`config.mk`:
```
export PLATFORM = sky130hd
export DESIGN_NAME = sound_mixer
export DESIGN_NICKNAME = d
export VERILOG_FILES = /design/src/rtl/sound_mixer.sv
export SDC_FILE = /design/constraint.sdc
export NUM_CORES = 1
export LEC_CHECK = 0
export CORE_ASPECT_RATIO = 0.8
export CORE_UTILIZATION = 35
export DETAILED_ROUTE_END_ITERATION = 6
export HOLD_SLACK_MARGIN = 0.06
export SETUP_SLACK_MARGIN = 0.4
export SYNTH_ARGS = -nofsm -noshare
export SYNTH_HDL_FRONTEND = slang
export SYNTH_SLANG_ARGS = --single-unit
```
`constraint.sdc`:
```
create_clock -name clk -period 9.4 [get_ports clk]
set_input_delay 1.88 -clock clk [delete_from_list [all_inputs] [get_ports clk]]
set_output_delay 1.88 -clock clk [all_outputs]
set_load 0.03 [all_outputs]
```
`src/rtl/sound_mixer.sv`:
```
// Four-channel stereo mixer: captures channel levels and routing on a tick,
// accumulates per side over four cycles, then scales by master volume.
module sound_mixer (
  input  logic       clk,
  input  logic       rst,
  input  logic [3:0] level1,
  input  logic [3:0] level2,
  input  logic [3:0] level3,
  input  logic [3:0] level4,
  input  logic [3:0] ch_enable,
  input  logic [7:0] panning,
  input  logic [2:0] left_vol,
  input  logic [2:0] right_vol,
  input  logic       master_en,
  input  logic       sample_tick,
  output logic [8:0] left,
  output logic [8:0] right,
  output logic       sample_valid,
  output logic       busy,
  output logic       overrun
);

  typedef enum logic [2:0] {
    IDLE    = 3'd0,
    CAPTURE = 3'd1,
    ACC     = 3'd2,
    SCALE   = 3'd3,
    OUT     = 3'd4
  } state_t;

  state_t      state_r;
  logic [15:0] levels_r;
  logic [3:0]  en_r;
  logic [7:0]  pan_r;
  logic [2:0]  lvol_r;
  logic [2:0]  rvol_r;
  logic        men_r;
  logic [5:0]  acc_l_r;
  logic [5:0]  acc_r_r;
  logic [1:0]  idx_r;
  logic [8:0]  scl_l_r;
  logic [8:0]  scl_r_r;

  logic [3:0]  cur_lvl_s;
  logic        add_l_s;
  logic        add_r_s;

  // acc * (vol + 1) as a sum of shifted partial products
  function automatic logic [8:0] scale_mul(input logic [5:0] acc, input logic [2:0] vol);
    logic [3:0] m;
    logic [8:0] sum;
    m   = {1'b0, vol} + 4'd1;
    sum = 9'd0;
    for (int i = 0; i < 4; i++) begin
      if (m[i]) begin
        sum = sum + ({3'd0, acc} << i);
      end else begin
        sum = sum;
      end
    end
    return sum;
  endfunction

  // Select the latched level and routing bits of the channel being accumulated
  always_comb begin
    cur_lvl_s = levels_r[{idx_r, 2'b00} +: 4];
    add_l_s   = en_r[idx_r] & pan_r[{1'b1, idx_r}];
    add_r_s   = en_r[idx_r] & pan_r[{1'b0, idx_r}];
  end

  // Mix sequencer with registered outputs; reset wins over any tick
  always_ff @(posedge clk) begin
    if (rst) begin
      state_r      <= IDLE;
      levels_r     <= 16'd0;
      en_r         <= 4'd0;
      pan_r        <= 8'd0;
      lvol_r       <= 3'd0;
      rvol_r       <= 3'd0;
      men_r        <= 1'b0;
      acc_l_r      <= 6'd0;
      acc_r_r      <= 6'd0;
      idx_r        <= 2'd0;
      scl_l_r      <= 9'd0;
      scl_r_r      <= 9'd0;
      left         <= 9'd0;
      right        <= 9'd0;
      sample_valid <= 1'b0;
      busy         <= 1'b0;
      overrun      <= 1'b0;
    end else begin
      sample_valid <= 1'b0;
      if (sample_tick && (state_r != IDLE)) begin
        overrun <= 1'b1;
      end
      case (state_r)
        IDLE: begin
          if (sample_tick) begin
            state_r <= CAPTURE;
            busy    <= 1'b1;
          end
        end
        CAPTURE: begin
          levels_r <= {level4, level3, level2, level1};
          en_r     <= ch_enable;
          pan_r    <= panning;
          lvol_r   <= left_vol;
          rvol_r   <= right_vol;
          men_r    <= master_en;
          acc_l_r  <= 6'd0;
          acc_r_r  <= 6'd0;
          idx_r    <= 2'd0;
          state_r  <= ACC;
        end
        ACC: begin
          if (add_l_s) acc_l_r <= acc_l_r + {2'd0, cur_lvl_s};
          if (add_r_s) acc_r_r <= acc_r_r + {2'd0, cur_lvl_s};
          idx_r <= idx_r + 2'd1;
          if (idx_r == 2'd3) state_r <= SCALE;
        end
        SCALE: begin
          scl_l_r <= men_r ? scale_mul(acc_l_r, lvol_r) : 9'd0;
          scl_r_r <= men_r ? scale_mul(acc_r_r, rvol_r) : 9'd0;
          state_r <= OUT;
        end
        OUT: begin
          left         <= scl_l_r;
          right        <= scl_r_r;
          sample_valid <= 1'b1;
          busy         <= 1'b0;
          state_r      <= IDLE;
        end
        default: begin
          state_r <= IDLE;
          busy    <= 1'b0;
        end
      endcase
    end
  end

endmodule

```
==> results.toml, run 1 <==
[outcome]
status = "complete, no violations"

[setup_path]
required_ns = 9.68
arrival_ns = 5.24
critPathKind = "reg2reg"
critPathLaunchType = "register"
crit_fanout = 7
end_kind = "register"

[clock_network]
ctsHoldBuffers = 0
clockRootBuffer = "clkbuf_16"
cts_tree = "built"
cts_buffers = 9
htreeDepth = 3
clk_latency_ns = 0.35
clock-sinks = 91
post_cts_buffers = 0
clk_path_buf_depth = 2
clk_pin_slew_ns = 0.07
cts_resized = 0

[placed_design]
place_hpwl_um = 9954
gp_congestion = 0.8914
portBuffers = 58

[die]
die-height_um = 114.6
io_pins = 59
start_util_pct = 36.36
rows = 40
core_um2 = 15260
die_w_um = 142.8
die-area_um2 = 16370

[pwr]
internal_power_w = 0.0006402
p_per_area_nw_per_um2 = 131.5
pwr-share-clk_pct = 43.0
switchingPower_w = 0.0002164
peakVddDrop_v = 0.00008149
p_leak_nw = 2.557
comb_power_share_pct = 9.4
p_seq_share_pct = 47.7
switching_share_pct = 25.27

[logic_synthesis]
ys_seq_area_share_pct = 32.82
syn_area_um2 = 5550
syn_area_per_cell_um2 = 8.186
synth_flop_cell = "dfxtp_1"
synth.distinct_cells = 60
syn_inst = 678
synth_warnings = 0
synth_edf_count = 0
syn_nets = 763
async_flop_share_pct = 0
ys_seq_elements = 91

[timing]
rsz0062_at_grt = "false"
worst_pin_slew_ns = 1.028
fin_crit_ns = 4.955
skew_ns = 0.008672
relSlewSlack_pct = 31.12
hold_viol_final = 0
setup_viol = 0
maxSlewViolCount = 0
final.period_utilization_pct = 52.71
max_freq_ghz = 0.2018
fin_setup_tns_ns = 0

[grt]
grt_usage_pct = 17.29
antenna_found_initial = 0
grt_max_degree = 80
grt_pass1_vias = 4688
grt_pass1_wl_um = 22560
gr-total-overflow = 0

[cells_and_area]
final_cell_mix = "nand2_1, dfxtp_1, a21oi_1"
final_common_cell = "nand2_1"
num_antenna_cells = 0
nets = 800
drive_above_1_share_pct = 5.417
utilization_pct = 42.69
area_delta_synth_final_pct = 17.40
nFillCells = 1524

[routing]
ant_nets = 0
finalWirelength_um = 13150
first_pass_iters = 4
drcViolationCount = 0
wl_per_cell_um = 14.14
drt_iter0_drc = 275
via_per_inst = 5.132
vias = 4773

[job]
drv_cap = 0

[min_path]
min-delay-path-class = "reg2reg"
==> cells in the mapped netlist (all sizes together) (2+ instances only) <==
cell type	instances	share of area, %
o2111ai	2	0.32
nand3	10	0.90
nor4	4	0.56
nor3b	2	0.45
nor2	40	2.7
xor2	15	2.4
o21a	2	0.27
nor3	14	1.6
mux2i	4	0.72
a22oi	3	0.41
a211oi	5	0.68
a31o	2	0.32
nand2	147	9.9
a31oi	3	0.34
xnor2	16	2.5
a221o	3	0.54
nand2b	8	0.90
o21bai	3	0.41
o21ai	29	2.6
a22o	4	0.63
ha	39	8.8
nand4	2	0.23
a21oi	83	7.5
or4	2	0.27
o31ai	5	1.2
dfxtp	91	33
fa	8	2.9
inv	29	2.0
and3	3	0.34
o311ai	2	0.32
clkbuf	21	1.4
mux4	7	3.2
and2	7	0.81
a32oi	4	0.63
nor2b	16	2.1
or3	2	0.23
o22ai	3	0.34
o211ai	6	0.81
a21o	8	1.1
buf	14	2.1
==> cells by family (layout without fill, tap and decap cells) <==
family / count (synthesis) / after routing / synth area share [%]
buffers and inverters: 64 / 106 / 5.455
xor gates and xnor gates: 31 / 31 / 4.892
adders and majority gates: 47 / 47 / 11.68
DFF: 91 / 91 / 32.82
AOI/OAI and AO/OA: 171 / 171 / 19.00
and+or+nand+nor: 262 / 262 / 21.98
muxes: 12 / 12 / 4.170
==> final timing paths <==
| path | startpoint | to | slack (ns) | cells past startpoint |
|---|---|---|---|---|
| max reg2reg | acc_r_r[1] | scl_r_r[8] | 4.44 | 22 |
| min | levels_r[13] | levels_r[13] | 0.45 | 2 |
| min reg2reg | levels_r[13] | levels_r[13] | 0.45 | 2 |
| max | acc_r_r[1] | scl_r_r[8] | 4.44 | 22 |
==> cell type report <==
class,count,area [µm²],share of cell area [%]
multi-input cells,523,3426,52.57
flip-flops and latches,91,1822,27.96
repair buffers,61,598.1,9.178
well taps,210,262.8,4.032
clock buffers,9,225.2,3.456
inverters,29,108.9,1.671
clock inverters,7,73.82,1.133
==> flip-flops by register name (all words and copies together), names as in the netlist <==
name and cells:
pan_r 8, idx_r 2, state_r 3, rvol_r 3
scl_r_r 9, sample_valid 1, acc_l_r 6, right 9
levels_r 16, busy 1, scl_l_r 9, men_r 1
acc_r_r 6, overrun 1, lvol_r 3, en_r 4
left 9
==> power by group through the flow <==
| stage | combinational [W] | clock, W | sequential (W) |
|---|---|---|---|
| floorplan | 0.0000574 | 0 | 0.000411 |
| detailed placement | 0.0000805 | 0 | 0.000417 |
| global route | 0.0000891 | 0.000395 | 0.000410 |
| global placement | 0.0000792 | 0 | 0.000416 |
| CTS | 0.0000812 | 0.000377 | 0.000408 |
| finish | 0.0000802 | 0.000368 | 0.000408 |
==> worst max-delay path, stage by stage (launching register included) <==
cell	delay, ns
dfxtp_1	0.52
inv_1	0.24
nor2_1	0.15
ha_1	0.18
inv_1	0.05
fa_1	0.43
xor2_1	0.16
nor2_1	0.14
xnor2_1	0.18
inv_1	0.09
fa_1	0.43
xnor2_1	0.14
nand2_1	0.06
o21ai_0	0.08
a31oi_1	0.35
inv_1	0.08
ha_1	0.28
a211oi_1	0.33
o21bai_1	0.12
a21oi_1	0.19
xor2_1	0.11
or4_1	0.47
nand3_1	0.09
==> through the flow <==
| step | hold WS [ns] | cells | worst slack [ns] | total power, W | area [µm²] |
|---|---|---|---|---|---|
| finish | 0.4521 | 930 | 4.445 | 0.0008567 | 6516 |
| global route | 0.4732 | 930 | 4.077 | 0.0008945 | 6516 |
| CTS | 0.4514 | 930 | 4.446 | 0.0008666 | 6516 |
| detailed placement | 0.4446 | 914 | 4.510 | 0.0004978 | 6217 |
| global placement | 0.4389 | 914 | 4.718 | 0.0004956 | 6217 |
| floorplan | 0.4255 | 678 | 5.065 | 0.0004684 | 5550 |
==> per-layer routing <==
layer,share of wire [%],vias to the layer above,GRT usage (%)
li1,-,2429,-
met1,51,2219,23.66
met2,44,112,27.42
met3,4.2,13,3.680
met4,0.91,0,4.731
met5,0,-,0
No activity file was read; power rests on OpenSTA's default activity.
==> inputs of run 2 (changes only) <==
clock period = 4.98 ns   (was 9.4 ns; I/O delays follow)
==> run 2 against run 1 <==
  * Critical path depth fell by 2
  * Combinational power grew 95%
  * Register-to-register slack worse by 3.8 ns
  * Power is 94% higher
  * First-iteration DRC count up 13%
  * Critical endpoint unchanged
  * Global-route usage decreased by 0.079 points
  * Die area is the same
==> results.toml, run 2 (synthesized netlist as in run 1, its figures left out) <==
[cells_and_area]
top_register = "levels_r"
final_common_cell = "nand2_1"
drive_above_1_share_pct = 9.793
num_antenna_cells = 0
area_delta_synth_final_pct = 20.65
nets = 805
largest_reg_flops = 16
final_cell_mix = "nand2_1, dfxtp_1, a21oi_1"
finalInstanceArea_um2 = 6696
instances_no_fill = 935

[placed_design]
gp_congestion = 0.8879
post-place-cells = 917
portBuffers = 58
place_hpwl_um = 10030
placed_area_um2 = 6240

[setup_path]
regToRegSetupSlack_ns = 0.66
slowest_stage = "or4_1"
reg2reg_from = "rvol_r[0]"
required_ns = 5.25
critPathKind = "reg2reg"
critPathLaunchType = "register"
crit_cells = 20
end_kind = "register"
arrival_ns = 4.59
startpoint = "rvol_r[0]"
cp_cell_sequence = "nor2_1 -> ha_2 -> inv_1 -> fa_2 -> nand2b_1 -> a21oi_2 -> o21ai_0 -> a31o_2 -> ha_1 -> o21a_1 -> o21ai_1 -> or3b_4 -> nand2_1 -> ha_1 -> o21ai_0 -> o21bai_1 -> a21oi_1 -> xor2_1 -> or4_1 -> nand3_1"
critPathTopFamily = "simple AND/OR/NAND/NOR gates"
cp_num_buf_inv = 1
worstSetupEndpoint = "scl_r_r[8]"
worstRegToRegCells = 20
crit_fanout = 5
worstReg2RegEnd = "scl_r_r[8]"
slowest_delay_ns = 0.47

[grt]
grt_pass1_vias = 4646
grt_usage_pct = 17.21
gr-total-overflow = 0
antenna_found_initial = 0
grt_pass1_wl_um = 22510
grt_max_degree = 70

[timing]
final.period_utilization_pct = 86.66
maxSlewViolCount = 0
hold_viol_final = 0
rsz0062_at_grt = "false"
fin_crit_ns = 4.315
worst_pin_slew_ns = 1.205
relSlewSlack_pct = 19.50
max_freq_ghz = 0.2317
fin_setup_tns_ns = 0
skew_ns = 0.007537
setup_viol = 0

[clock_network]
clk_path_buf_depth = 2
clockRootBuffer = "clkbuf_16"
clk_pin_slew_ns = 0.06
cts_buffers = 9
htreeDepth = 3
ctsHoldBuffers = 0
clock-sinks = 91
cts_tree = "built"
clk_latency_ns = 0.34

[job]
drv_cap = 0

[min_path]
min-delay-path-class = "reg2reg"

[routing]
vias = 4759
ant_nets = 0
wl_per_cell_um = 14.18
drt_iter0_drc = 311
first_pass_iters = 4
drcViolationCount = 0
via_per_inst = 5.090
finalWirelength_um = 13260

[die]
io_pins = 59
die-height_um = 114.6
core_um2 = 15260
die_w_um = 142.8
rows = 40
start_util_pct = 36.36
die-area_um2 = 16370

[outcome]
status = "complete, no violations"

[pwr]
p_per_area_nw_per_um2 = 248.6
p_leak_nw = 2.613
peakVddDrop_v = 0.0001625
run 2: worst min-delay path by stage:
stage	from	to	slack, ns	cells after the start
after floorplan	scl_l_r[8]	scl_l_r[8]	0.43	2
after global placement	levels_r[13]	levels_r[13]	0.44	2
after detailed placement	levels_r[1]	levels_r[1]	0.45	2
after CTS	levels_r[1]	levels_r[1]	0.46	2
after global routing	pan_r[0]	pan_r[0]	0.47	2
final	right[4]	right[4]	0.45	2
run 2: worst reg2reg max path: cells and delay by family (launching register included):
kind	cells	cell delay [ns]
AOI/OAI and AO/OA	8	1.22
and+or+nand+nor	6	1.36
DFF	1	0.36
adders and majority gates	4	1.15
buffers and inverters	1	0.06
xor gates and xnor gates	1	0.10
run 2: metrics by stage:
step	util [%]	hold slack [ns]	setup WS, ns	total power (W)
floorplan	-	0.4255	0.6446	0.0008841
global placement	40.88	0.4375	0.4146	0.0009360
detailed placement	40.88	0.4459	0.2354	0.0009398
CTS	43.11	0.4553	0.3889	0.001686
global route	43.87	0.4668	0.3972	0.001733
finish	43.87	0.4536	0.6646	0.001665
run 2: power breakdown:
group          internal [W]  switching, W
Clock              0.000455      0.000286
Combinational     0.0000702     0.0000856
Sequential         0.000746     0.0000211
Total               0.00127      0.000393
run 2: final cells by class:
cell class / instances / area [µm²]
Timing Repair Buffer: 66 / 635.6
Clock buffer: 11 / 242.7
Clock inverter: 5 / 83.83
Inverter: 29 / 108.9
Fill cell: 1526 / 8568
Tap cell: 210 / 262.8
Sequential cell: 91 / 1836
Multi-Input combinational cell: 523 / 3527
run 2: repair_timing:
item	4_1_cts	5_1_grt
setup buffers	0	2
pin swaps	0	6
gates resized for setup	6	30
endpoints found under the setup margin	2	5
run 2: per-layer routing:
layer	vias up	part of all wire, %	track usage, %
li1	2432	-	-
met1	2198	51	23.79
met2	112	43	27.19
met3	17	4.4	3.639
met4	0	1.2	4.301
met5	-	0	0
